[src/rtl/toast_lsu_pkg.sv]
// toast_lsu_pkg: shared definitions for the load/store unit.
//   - RV32I load/store funct3 encodings
//   - LSU FSM state type
//   - byte-enable and misalignment helpers, shared by the LSU and any bypass path
package toast_lsu_pkg;

  localparam logic [2:0] LSU_LB  = 3'b000;
  localparam logic [2:0] LSU_LH  = 3'b001;
  localparam logic [2:0] LSU_LW  = 3'b010;
  localparam logic [2:0] LSU_LBU = 3'b100;
  localparam logic [2:0] LSU_LHU = 3'b101;
  localparam logic [2:0] LSU_SB  = 3'b000;
  localparam logic [2:0] LSU_SH  = 3'b001;
  localparam logic [2:0] LSU_SW  = 3'b010;

  typedef enum logic [1:0] {
    LSU_IDLE = 2'd0,
    LSU_REQ  = 2'd1,
    LSU_WAIT = 2'd2
  } lsu_state_e;

  // Byte lanes touched by an access; size comes from funct3[1:0].
  function automatic logic [3:0] lsu_byte_en(input logic [2:0] f3, input logic [1:0] a);
    logic [3:0] be;
    case (f3[1:0])
      2'b00:   be = 4'b0001 << a;
      2'b01:   be = a[1] ? 4'b1100 : 4'b0011;
      default: be = 4'b1111;
    endcase
    return be;
  endfunction

  function automatic logic lsu_misaligned(input logic [2:0] f3, input logic [1:0] a);
    logic m;
    case (f3[1:0])
      2'b01:   m = a[0];
      2'b10:   m = |a;
      default: m = 1'b0;
    endcase
    return m;
  endfunction

endpackage

[src/rtl/toast_lsu_load_align.sv]
// toast_load_align: combinational load-data formatter.
//   rdata  : raw 32-bit word from data memory
//   addr   : byte offset of the access within the word
//   funct3 : RV32I load funct3
//   data   : lane-aligned, sign/zero-extended result
module toast_load_align
  import toast_lsu_pkg::*;
(
  input  logic [31:0] rdata,
  input  logic [1:0]  addr,
  input  logic [2:0]  funct3,
  output logic [31:0] data
);

  logic [31:0] lane;

  assign lane = rdata >> {addr, 3'b000};

  always_comb begin
    data = lane;
    case (funct3)
      LSU_LB:  data = {{24{lane[7]}}, lane[7:0]};
      LSU_LH:  data = {{16{lane[15]}}, lane[15:0]};
      LSU_LBU: data = {24'h0, lane[7:0]};
      LSU_LHU: data = {16'h0, lane[15:0]};
      LSU_LW:  data = rdata;
      default: data = lane;
    endcase
  end

endmodule

[src/rtl/toast_lsu.sv]
// toast_lsu: load/store unit behind the EX-stage ALU.
//   ALIGN_CHECK    : 1 = suppress misaligned half/word accesses and flag them
//   clk_i/resetn_i : clock, synchronous active-low reset
//   ex_*           : operation from EX (alu_result_i is the effective address)
//   lsu_stall_o    : freezes IF/ID/EX while an access is accepted/outstanding
//   dmem_*         : request/grant/response data-memory port
//   wb_*           : formatted load result, wb_valid_o pulses for one cycle
//   misalign_*     : one-cycle pulse plus faulting address
module toast_lsu
  import toast_lsu_pkg::*;
#(
  parameter bit ALIGN_CHECK = 1'b1
) (
  input  logic        clk_i,
  input  logic        resetn_i,
  input  logic        ex_valid_i,
  input  logic        ex_mem_rd_i,
  input  logic        ex_mem_wr_i,
  input  logic [2:0]  ex_funct3_i,
  input  logic [31:0] alu_result_i,
  input  logic [31:0] ex_rs2_i,
  input  logic [4:0]  ex_rd_i,
  output logic        lsu_stall_o,
  output logic        dmem_req_o,
  output logic        dmem_we_o,
  output logic [31:0] dmem_addr_o,
  output logic [3:0]  dmem_be_o,
  output logic [31:0] dmem_wdata_o,
  input  logic        dmem_gnt_i,
  input  logic        dmem_rvalid_i,
  input  logic [31:0] dmem_rdata_i,
  output logic        wb_valid_o,
  output logic [4:0]  wb_rd_o,
  output logic [31:0] wb_data_o,
  output logic        misalign_o,
  output logic [31:0] misalign_addr_o
);

  lsu_state_e  state, state_n;
  logic        is_ld, is_st, f3_legal, misal, op_valid, accept, misal_evt;
  logic [31:0] addr_q, wdata_q, wdata_fmt, ld_data;
  logic [2:0]  f3_q;
  logic [4:0]  rd_q;
  logic [3:0]  be_q;
  logic        we_q;

  // Load wins when both rd and wr are set.
  assign is_ld = ex_mem_rd_i;
  assign is_st = ex_mem_wr_i & ~ex_mem_rd_i;

  always_comb begin
    f3_legal = 1'b0;
    if (is_ld)
      f3_legal = ex_funct3_i inside {LSU_LB, LSU_LH, LSU_LW, LSU_LBU, LSU_LHU};
    else if (is_st)
      f3_legal = ex_funct3_i inside {LSU_SB, LSU_SH, LSU_SW};
  end

  assign misal     = ALIGN_CHECK && lsu_misaligned(ex_funct3_i, alu_result_i[1:0]);
  assign op_valid  = (state == LSU_IDLE) & ex_valid_i & (is_ld | is_st) & f3_legal;
  assign accept    = op_valid & ~misal;
  assign misal_evt = op_valid & misal;

  always_comb begin
    case (ex_funct3_i[1:0])
      2'b00:   wdata_fmt = {4{ex_rs2_i[7:0]}};
      2'b01:   wdata_fmt = {2{ex_rs2_i[15:0]}};
      default: wdata_fmt = ex_rs2_i;
    endcase
  end

  always_comb begin
    state_n = state;
    case (state)
      LSU_IDLE: if (accept) state_n = LSU_REQ;
      LSU_REQ:  if (dmem_gnt_i) state_n = we_q ? LSU_IDLE : LSU_WAIT;
      LSU_WAIT: if (dmem_rvalid_i) state_n = LSU_IDLE;
      default:  state_n = LSU_IDLE;
    endcase
  end

  toast_load_align u_align (
    .rdata  (dmem_rdata_i),
    .addr   (addr_q[1:0]),
    .funct3 (f3_q),
    .data   (ld_data)
  );

  always_ff @(posedge clk_i) begin
    if (!resetn_i) begin
      state           <= LSU_IDLE;
      addr_q          <= '0;
      wdata_q         <= '0;
      f3_q            <= '0;
      rd_q            <= '0;
      be_q            <= '0;
      we_q            <= 1'b0;
      wb_valid_o      <= 1'b0;
      wb_rd_o         <= '0;
      wb_data_o       <= '0;
      misalign_o      <= 1'b0;
      misalign_addr_o <= '0;
    end else begin
      state      <= state_n;
      wb_valid_o <= (state == LSU_WAIT) & dmem_rvalid_i;
      misalign_o <= misal_evt;
      if (accept) begin
        addr_q  <= alu_result_i;
        wdata_q <= wdata_fmt;
        f3_q    <= ex_funct3_i;
        rd_q    <= ex_rd_i;
        be_q    <= lsu_byte_en(ex_funct3_i, alu_result_i[1:0]);
        we_q    <= is_st;
      end
      if ((state == LSU_WAIT) && dmem_rvalid_i) begin
        wb_data_o <= ld_data;
        wb_rd_o   <= rd_q;
      end
      if (misal_evt) misalign_addr_o <= alu_result_i;
    end
  end

  assign lsu_stall_o  = accept | (state != LSU_IDLE);
  assign dmem_req_o   = (state == LSU_REQ);
  assign dmem_we_o    = (state == LSU_REQ) & we_q;
  assign dmem_addr_o  = {addr_q[31:2], 2'b00};
  assign dmem_be_o    = be_q;
  assign dmem_wdata_o = wdata_q;

endmodule

[config.mk]
export PLATFORM = sky130hd
export DESIGN_NAME = toast_lsu
export DESIGN_NICKNAME = d
export VERILOG_FILES = /design/src/rtl/toast_lsu_pkg.sv /design/src/rtl/toast_lsu_load_align.sv /design/src/rtl/toast_lsu.sv
export SDC_FILE = /design/constraint.sdc
export NUM_CORES = 1
export LEC_CHECK = 0
export ABC_AREA = 1
export ABC_CLOCK_PERIOD_IN_PS = 2550
export CAP_MARGIN = 0
export CORE_ASPECT_RATIO = 1.4
export CORE_UTILIZATION = 46
export CTS_BUF_LIST = sky130_fd_sc_hd__clkbuf_4 sky130_fd_sc_hd__clkbuf_8
export CTS_CLUSTER_SIZE = 14
export DETAILED_ROUTE_END_ITERATION = 10
export PLACE_DENSITY = 0.82
export SYNTH_ARGS = -nofsm -noshare
export SYNTH_HDL_FRONTEND = slang
export SYNTH_HIERARCHICAL = 1
export SYNTH_SLANG_ARGS = --single-unit
[constraint.sdc]
create_clock -name clk_i -period 2.55 [get_ports clk_i]
set_input_delay 0.51 -clock clk_i [delete_from_list [all_inputs] [get_ports clk_i]]
set_output_delay 0.51 -clock clk_i [all_outputs]
set_load 0.1 [all_outputs]
==> After elaboration in Yosys (flattened, before gate mapping) <==
Cells that the tools add are included.
{ "totals": {"out_inout_bits": 142, "wordCells": 63, "regBits": 150} }
{ "op_classes": {"n_bitwise": 12, "n_eq_ne": 15, "shift": 2, "n_mux": 12, "n_reduce_logical": 10} }
{ "op_table": {"columns": ["operator", "count"], "rows": [
  ["$pmux 32 s5", 1],
  ["$pmux 32 s2", 1],
  ["$shr 32x5->32", 1],
  ["$eq 3x3->1 const B", 4],
  ["$and 1x1->1", 8],
  ["$mux 2", 4],
  ["$pmux 4 s2", 1],
  ["$eq 3x1->1 const B", 2],
  ["$eq 3x2->1 const B", 2],
  ["$logic_not 3->1", 2],
  ["$pmux 2 s3", 1],
  ["$reduce_bool 5->1", 1],
  ["$eq 2x1->1 const B", 2],
  ["$eq 2x2->1 const B", 2],
  ["$logic_not 2->1", 2],
  ["$mux 4", 1],
  ["$ne 2x2->1 const B", 2],
  ["$shl 1x2->4 const A", 1],
  ["$reduce_and 3->1", 1],
  ["$reduce_bool 3->1", 1],
  ["$mux 1", 2],
  ["$ne 2x1->1 const B", 1],
  ["$not 1->1", 2],
  ["$or 1x1->1", 2],
  ["other kinds (4)", 4]
]} }

==> Logic depth before layout (Yosys ltp) <==
Gate-level depths: netlist of run 1.
{ "logic_depth": {"depth_word": 8, "ltp_mapped": 12, "mapped_depth_nobuf": 10} }

==> By module <==
The synthesis of run 1 kept the hierarchy.
{ "by_module_without_submodules": {"columns": ["mod", "area_per_inst_um2", "seq_area_each_um2", "instances", "cells_per_inst"], "rows": [
  ["toast_lsu", 5884.4, 3002.9, 1, 754],
  ["toast_load_align", 1022.2, 0.0, 1, 207]
]} }

==> Least setup slack after synthesis of run 1 <==
OpenSTA, ideal clock, no wires.
{ "synth_timing": {"path_type": "reg-to-output", "from": "register state[0]", "to": "output port dmem_we_o", "arrival_ns": 3.156, "required_time_ns": 2.040, "stages_incl_launch_ff": 5, "setup_slack_ns": -1.116, "cell_sequence": "dfxtp_1 -> inv_1 -> nor2_1 -> inv_1 -> nor2_1"} }
{ "synth_via": {"elab_chain_cells": 2} }
{ "synth_rtl": {"columns": ["item", "line_no", "text"], "rows": [
  ["from (decl)", "toast_lsu.sv:39", "lsu_state_e state, state_n;"],
  ["from (signal assigned)", "toast_lsu.sv:104", "state <= state_n;"],
  ["$eq 2x1->1", null, null],
  ["net dmem_req_o", "toast_lsu.sv:24", "output logic dmem_req_o,"],
  ["$and 1x1->1", "toast_lsu.sv:125", "assign dmem_we_o = (state == LSU_REQ) & we_q;"],
  ["to (decl)", "toast_lsu.sv:25", "output logic dmem_we_o,"]
]} }
The timed path passes the listed nets, and every way through them passes these cells.

==> Final worst setup path of run 1 <==
{ "layout_timing": {"from": "input port ex_funct3_i[1]", "to": "output port lsu_stall_o"} }
{ "layout_via": {"elab_chain_cells": 7, "word_cells_on_any_way": 16, "classes_between": "eq/ne: 6; mux: 3; bitwise: 4; reduce/logical: 3"} }
{ "layout_rtl": {"columns": ["item", "line_no", "text"], "rows": [
  ["from (decl)", "toast_lsu.sv:19", "input logic [2:0] ex_funct3_i,"],
  ["$eq 3x1->1, or another cell as far along", "toast_lsu.sv:54, toast_lsu.sv:56", null],
  ["$reduce_bool 3->1", "toast_lsu.sv:56", "f3_legal = ex_funct3_i inside {LSU_SB, LSU_SH, LSU_SW};"],
  ["$mux 1", "toast_lsu.sv:55", "else if (is_st)"],
  ["$mux 1", "toast_lsu.sv:53", "if (is_ld)"],
  ["$and 1x1->1", "toast_lsu.sv:60", "assign op_valid = (state == LSU_IDLE) & ex_valid_i & (is_ld | is_st) & f3_legal;"],
  ["$and 1x1->1 (*)", "toast_lsu.sv:61", "assign accept = op_valid & ~misal;"],
  ["$or 1x1->1 (*)", "toast_lsu.sv:123", "assign lsu_stall_o = accept | (state != LSU_IDLE);"],
  ["to (decl)", "toast_lsu.sv:23", "output logic lsu_stall_o,"]
]} }
Every way passes the cells marked *; elsewhere a longest branch is shown, timed or not.

==> results, run 1 <==
- Entering global routing, the biggest net connects 66 pins.
- In the final routed layout, each cell accounts on average for 14.8 um.
- The achievable clock frequency is 410 MHz.
- The number of distinct library cell variants in the gate-level netlist after synthesis is 28.
- The most used cell along the critical path is inv_2.
- The run finished with clean final reports.
- Sequential cells account for 42.3% of the total power.
- The die covers 15500 um^2.
- The min-delay analysis places its worst path in the category flop to flop.
- In the post-synthesis netlist, the biggest area contributors are dfxtp_1, a21oi_1, nand2_1.
- The total area inside the core boundary comes to 14600 um^2.
- The first routing iteration left 391 violations.
- Global routing used 25.9% of the available tracks across all layers.
- Before antenna repair, the detailed router went through 5 iterations.
- The initial antenna violation count is 0.
- Clock skew on the completed layout was measured at 0.0180 ns.
- The type of the worst setup path is primary input to primary output.
- The total of warnings raised by yosys is 6.
- In this run switching power makes up 34.9% of total power.
- The gate count after technology mapping is 961.
- In this run the power spent charging and discharging nets is 0.00203 W.
- The cell family with the largest share of critical-path delay is buffers and inverters.
- In this run the tool buffered the top-level ports with 250 buffer cells.
- Of the total power, the clock network draws 33.9%.
- The number of diodes added for antenna fixing is 0.
- The critical path goes through clkdlybuf4s50_1 -> inv_2 -> ha_4 -> inv_2 -> nand2_2 -> nor2_1 -> nor2_4 -> nand3_4 -> nand2_4 -> buf_12.
- The number of max-slew violations in the final report is 0.
- Row generation in the floorplan step produced 52 rows.
- In this run the count of I/O pins placed on the die edge is 253.
- The worst max-slew margin expressed relative to the limit is 59.0%.
- The final global-route overflow total is 0.
- The final RePlAce weighted congestion is 0.877.
- The clock latency at the later pin of the worst-skew pair is 0.44 ns.
- Summing over every cut layer, the via total after detailed routing is 6906.
- Summing all non-filler instances in the final layout gives an area of 9440 um^2.
- The leakage power total is 3.92 nW.
- Clock-pin slew was measured on the worst setup and hold paths at 0.09 ns.
- For this block, the routed nets add up to 20200 um of wire.
- The number of global-route vias before repair is 6366.
- The vertical extent of the die is 147 um.
- In this run, the combinational gates consume 23.8% of the power.
- The initial core utilization is 47.4%.
- TritonCTS built the clock tree.
- The cell sitting at the root of the clock tree is a clkbuf_8.
- The average instance in the mapped netlist occupies 7.19 um^2.
- The top cell type's share of synthesized area is 43.5%.
- STA puts the critical path data required time at 2.04 ns.
- The largest single stage delay on the critical path is 0.49 ns.
- Once detail routing completed, the nets flagged for antenna violations numbered 0.
- Among all stages on the critical path, the largest delay is contributed by clkdlybuf4s50_1.
- The startpoint class of the critical path is a primary input.
- The number of placed instances, taps included, is 1328.
- The clock period minus final worst setup slack is 2.44 ns.
- The layout has 1328 filler cells.
- Setup repair after global routing left no endpoint under its margin.
- The share of the yosys chip area belonging to registers is 43.5%.
- Together, buffers and inverters on the worst path number 4.
- Dividing the detail-routed via count by the number of cells gives 5.06.
- For the pin with the worst max-slew slack, the measured transition is 0.616 ns.
- The register bit total from synthesis is 150.
- The post-route non-filler standard cell count is 1365.
- The maximum net fanout on the critical path is 5.
- The internal power is 0.00379 W.
- The wire-length estimate of the detail-placed layout is 14500 um.
- The setup TNS after final layout is 0 ns.
- The total of max-cap violations is 0.
- The horizontal die dimension is 106 um.
- The post-route DRC violation count is 0.
- The final layout contains 1277 nets.
- The relative area change from synthesis to final layout is 36.7%.
- The standard cell area after detailed placement is 8950 um^2.
- The total clock buffers created by CTS is 17.
- The largest total area in the synthesized netlist belongs to dfxtp_1.
- Power spread over the standard cell area amounts to 616 nW/um^2.
- The setup violation total in the final timing report is 0.
- The maximum VDD drop is 0.336 mV.
- The number of endpoints with negative hold slack in the final report is 0.
- Summing every instance area after synthesis gives 6910 um^2.
- At the end of the flow the core is filled with cells to 64.8%.
- The arrival time of data at the critical path endpoint is 1.93 ns.
- The CTS sink count is 150.
- The share of the clock period used by the worst path is 95.6%.
- The first global-routing pass estimated 32000 um of wire.
- In the final layout, the share of cells above drive strength 1 is 19.7%.
- The worst setup path is captured at a primary output.
- The level count of the clock H-tree is 4.
- No sink is reached through more buffers than the 2 on the longest clock path.
[worst reg2reg max path, delay by kind of cell, from the launching register on]
family / cells / cell delay [ns]
and+or+nand+nor: 4 / 0.72
buffers and inverters: 4 / 0.60
DFF: 1 / 0.35
AOI/OAI and AO/OA: 2 / 0.27
[worst paths after layout]
check | start | end | slack, ns | cells past startpoint
min | wb_data_o[18] | wb_data_o[18] | 0.45 | 2
min reg2reg | wb_data_o[18] | wb_data_o[18] | 0.45 | 2
max | ex_funct3_i[1] | lsu_stall_o | 0.11 | 10
max reg2reg | state[1] | dmem_wdata_o[22] | 0.55 | 10
[Yosys cell counts]
cell and number:
nand2_1 202, buf_4 37, nand2_2 4, nand4_1 16, nand3_1 40, clkbuf_1 35, nor2_4 4, inv_2 6
a21oi_1 179, inv_1 100, clkinv_1 1, inv_4 1, nand3_4 1, a31oi_1 7, nand3_2 1, ha_1 3
nor3_1 1, nand3b_1 2, buf_6 12, nor2_1 18, dfxtp_1 150, o21ai_2 1, o21ai_1 5, o21ai_0 110
conb_1 1, o211ai_1 8, or2_2 2, buf_2 14
[registers in the layout, summed over array words and instances, names as in the netlist]
name             flops
f3_q                 3
addr_q              32
misalign_addr_o     32
misalign_o           1
wb_valid_o           1
we_q                 1
dmem_wdata_o        32
state                2
wb_rd_o              5
wb_data_o           32
dmem_be_o            4
rd_q                 5
[cells by family after synthesis]
kind of cell    Yosys count  share of synthesized area (%)
buf+inv                 206                           14.8
fa+ha+maj                 3                          0.544
simple gates            291                           18.2
compound gates          310                           22.9
other cells               1                         0.0543
flops                   150                           43.5
[through the flow]
step	hold slack [ns]	power, W	worst slack, ns
4_1_cts	0.452	0.00586	0.0156
2_1_floorplan	0.442	0.00349	0.112
5_1_grt	0.466	0.00605	0.00821
3_3_place_gp	0.432	0.00387	-0.0220
6_report	0.448	0.00582	0.111
3_5_place_dp	0.437	0.00388	-0.115
[cell usage in the layout, fill, tap and decap left out, drive strengths merged]
cell and instances:
dlymetal6s2s 1, a31oi 7, inv 117, a21oi 179, nand2 206, or2 2
nand3b 2, o21ai 116, bufinv 2, buf 171, nand4 16, nor2 22
clkdlybuf4s50 108, nand3 42, nor3 1, clkinv 2, ha 3, clkinvlp 1
clkbuf 18, conb 2, dfxtp 150, o211ai 8
[repair_timing]
action,in CTS,in global routing
buffers inserted,0,5
endpoints found under the setup margin,1,1
cloned,0,0
gates resized for setup,6,3
hold buffers,0,0
pin swaps,0,1
[layout make-up]
class / instances / area, um^2 / area share, %
repair buffers: 280 / 2440 / 25.8
clock buffers: 18 / 248 / 2.62
clock inverters: 14 / 174 / 1.84
inverters: 108 / 408 / 4.32
well taps: 189 / 236 / 2.50
multi-input cells: 606 / 2940 / 31.1
flip-flops and latches: 150 / 3000 / 31.8
[power groups by stage]
| stage | Combinational [W] | Clock (W) | Sequential, W |
|---|---|---|---|
| 2_1_floorplan | 0.000636 | 0 | 0.00286 |
| 3_3_place_gp | 0.00136 | 0 | 0.00252 |
| 3_5_place_dp | 0.00137 | 0 | 0.00252 |
| 4_1_cts | 0.00137 | 0.00202 | 0.00246 |
| 5_1_grt | 0.00147 | 0.00210 | 0.00247 |
| 6_report | 0.00138 | 0.00197 | 0.00246 |
[layer usage]
layer	vias to the layer above	global-route usage (%)	share of wire (%)
li1	3513	-	-
met1	3084	30.8	41
met2	264	44.9	50
met3	45	5.19	5.6
met4	0	11.7	3.6
met5	-	0	0
Note: power is estimated with default switching activity, not from simulation.
==> inputs of run 2 (changes only) <==
--- a/config.mk
+++ b/config.mk
@@ -7,7 +7,7 @@
 export LEC_CHECK = 0
 export ABC_AREA = 1
 export ABC_CLOCK_PERIOD_IN_PS = 2550
-export CAP_MARGIN = 0
+export CAP_MARGIN = 5
 export CORE_ASPECT_RATIO = 1.4
 export CORE_UTILIZATION = 46
 export CTS_BUF_LIST = sky130_fd_sc_hd__clkbuf_4 sky130_fd_sc_hd__clkbuf_8
==> results of run 2 <==
No change in the layout: final DEF, timing and power equal those of run 1.
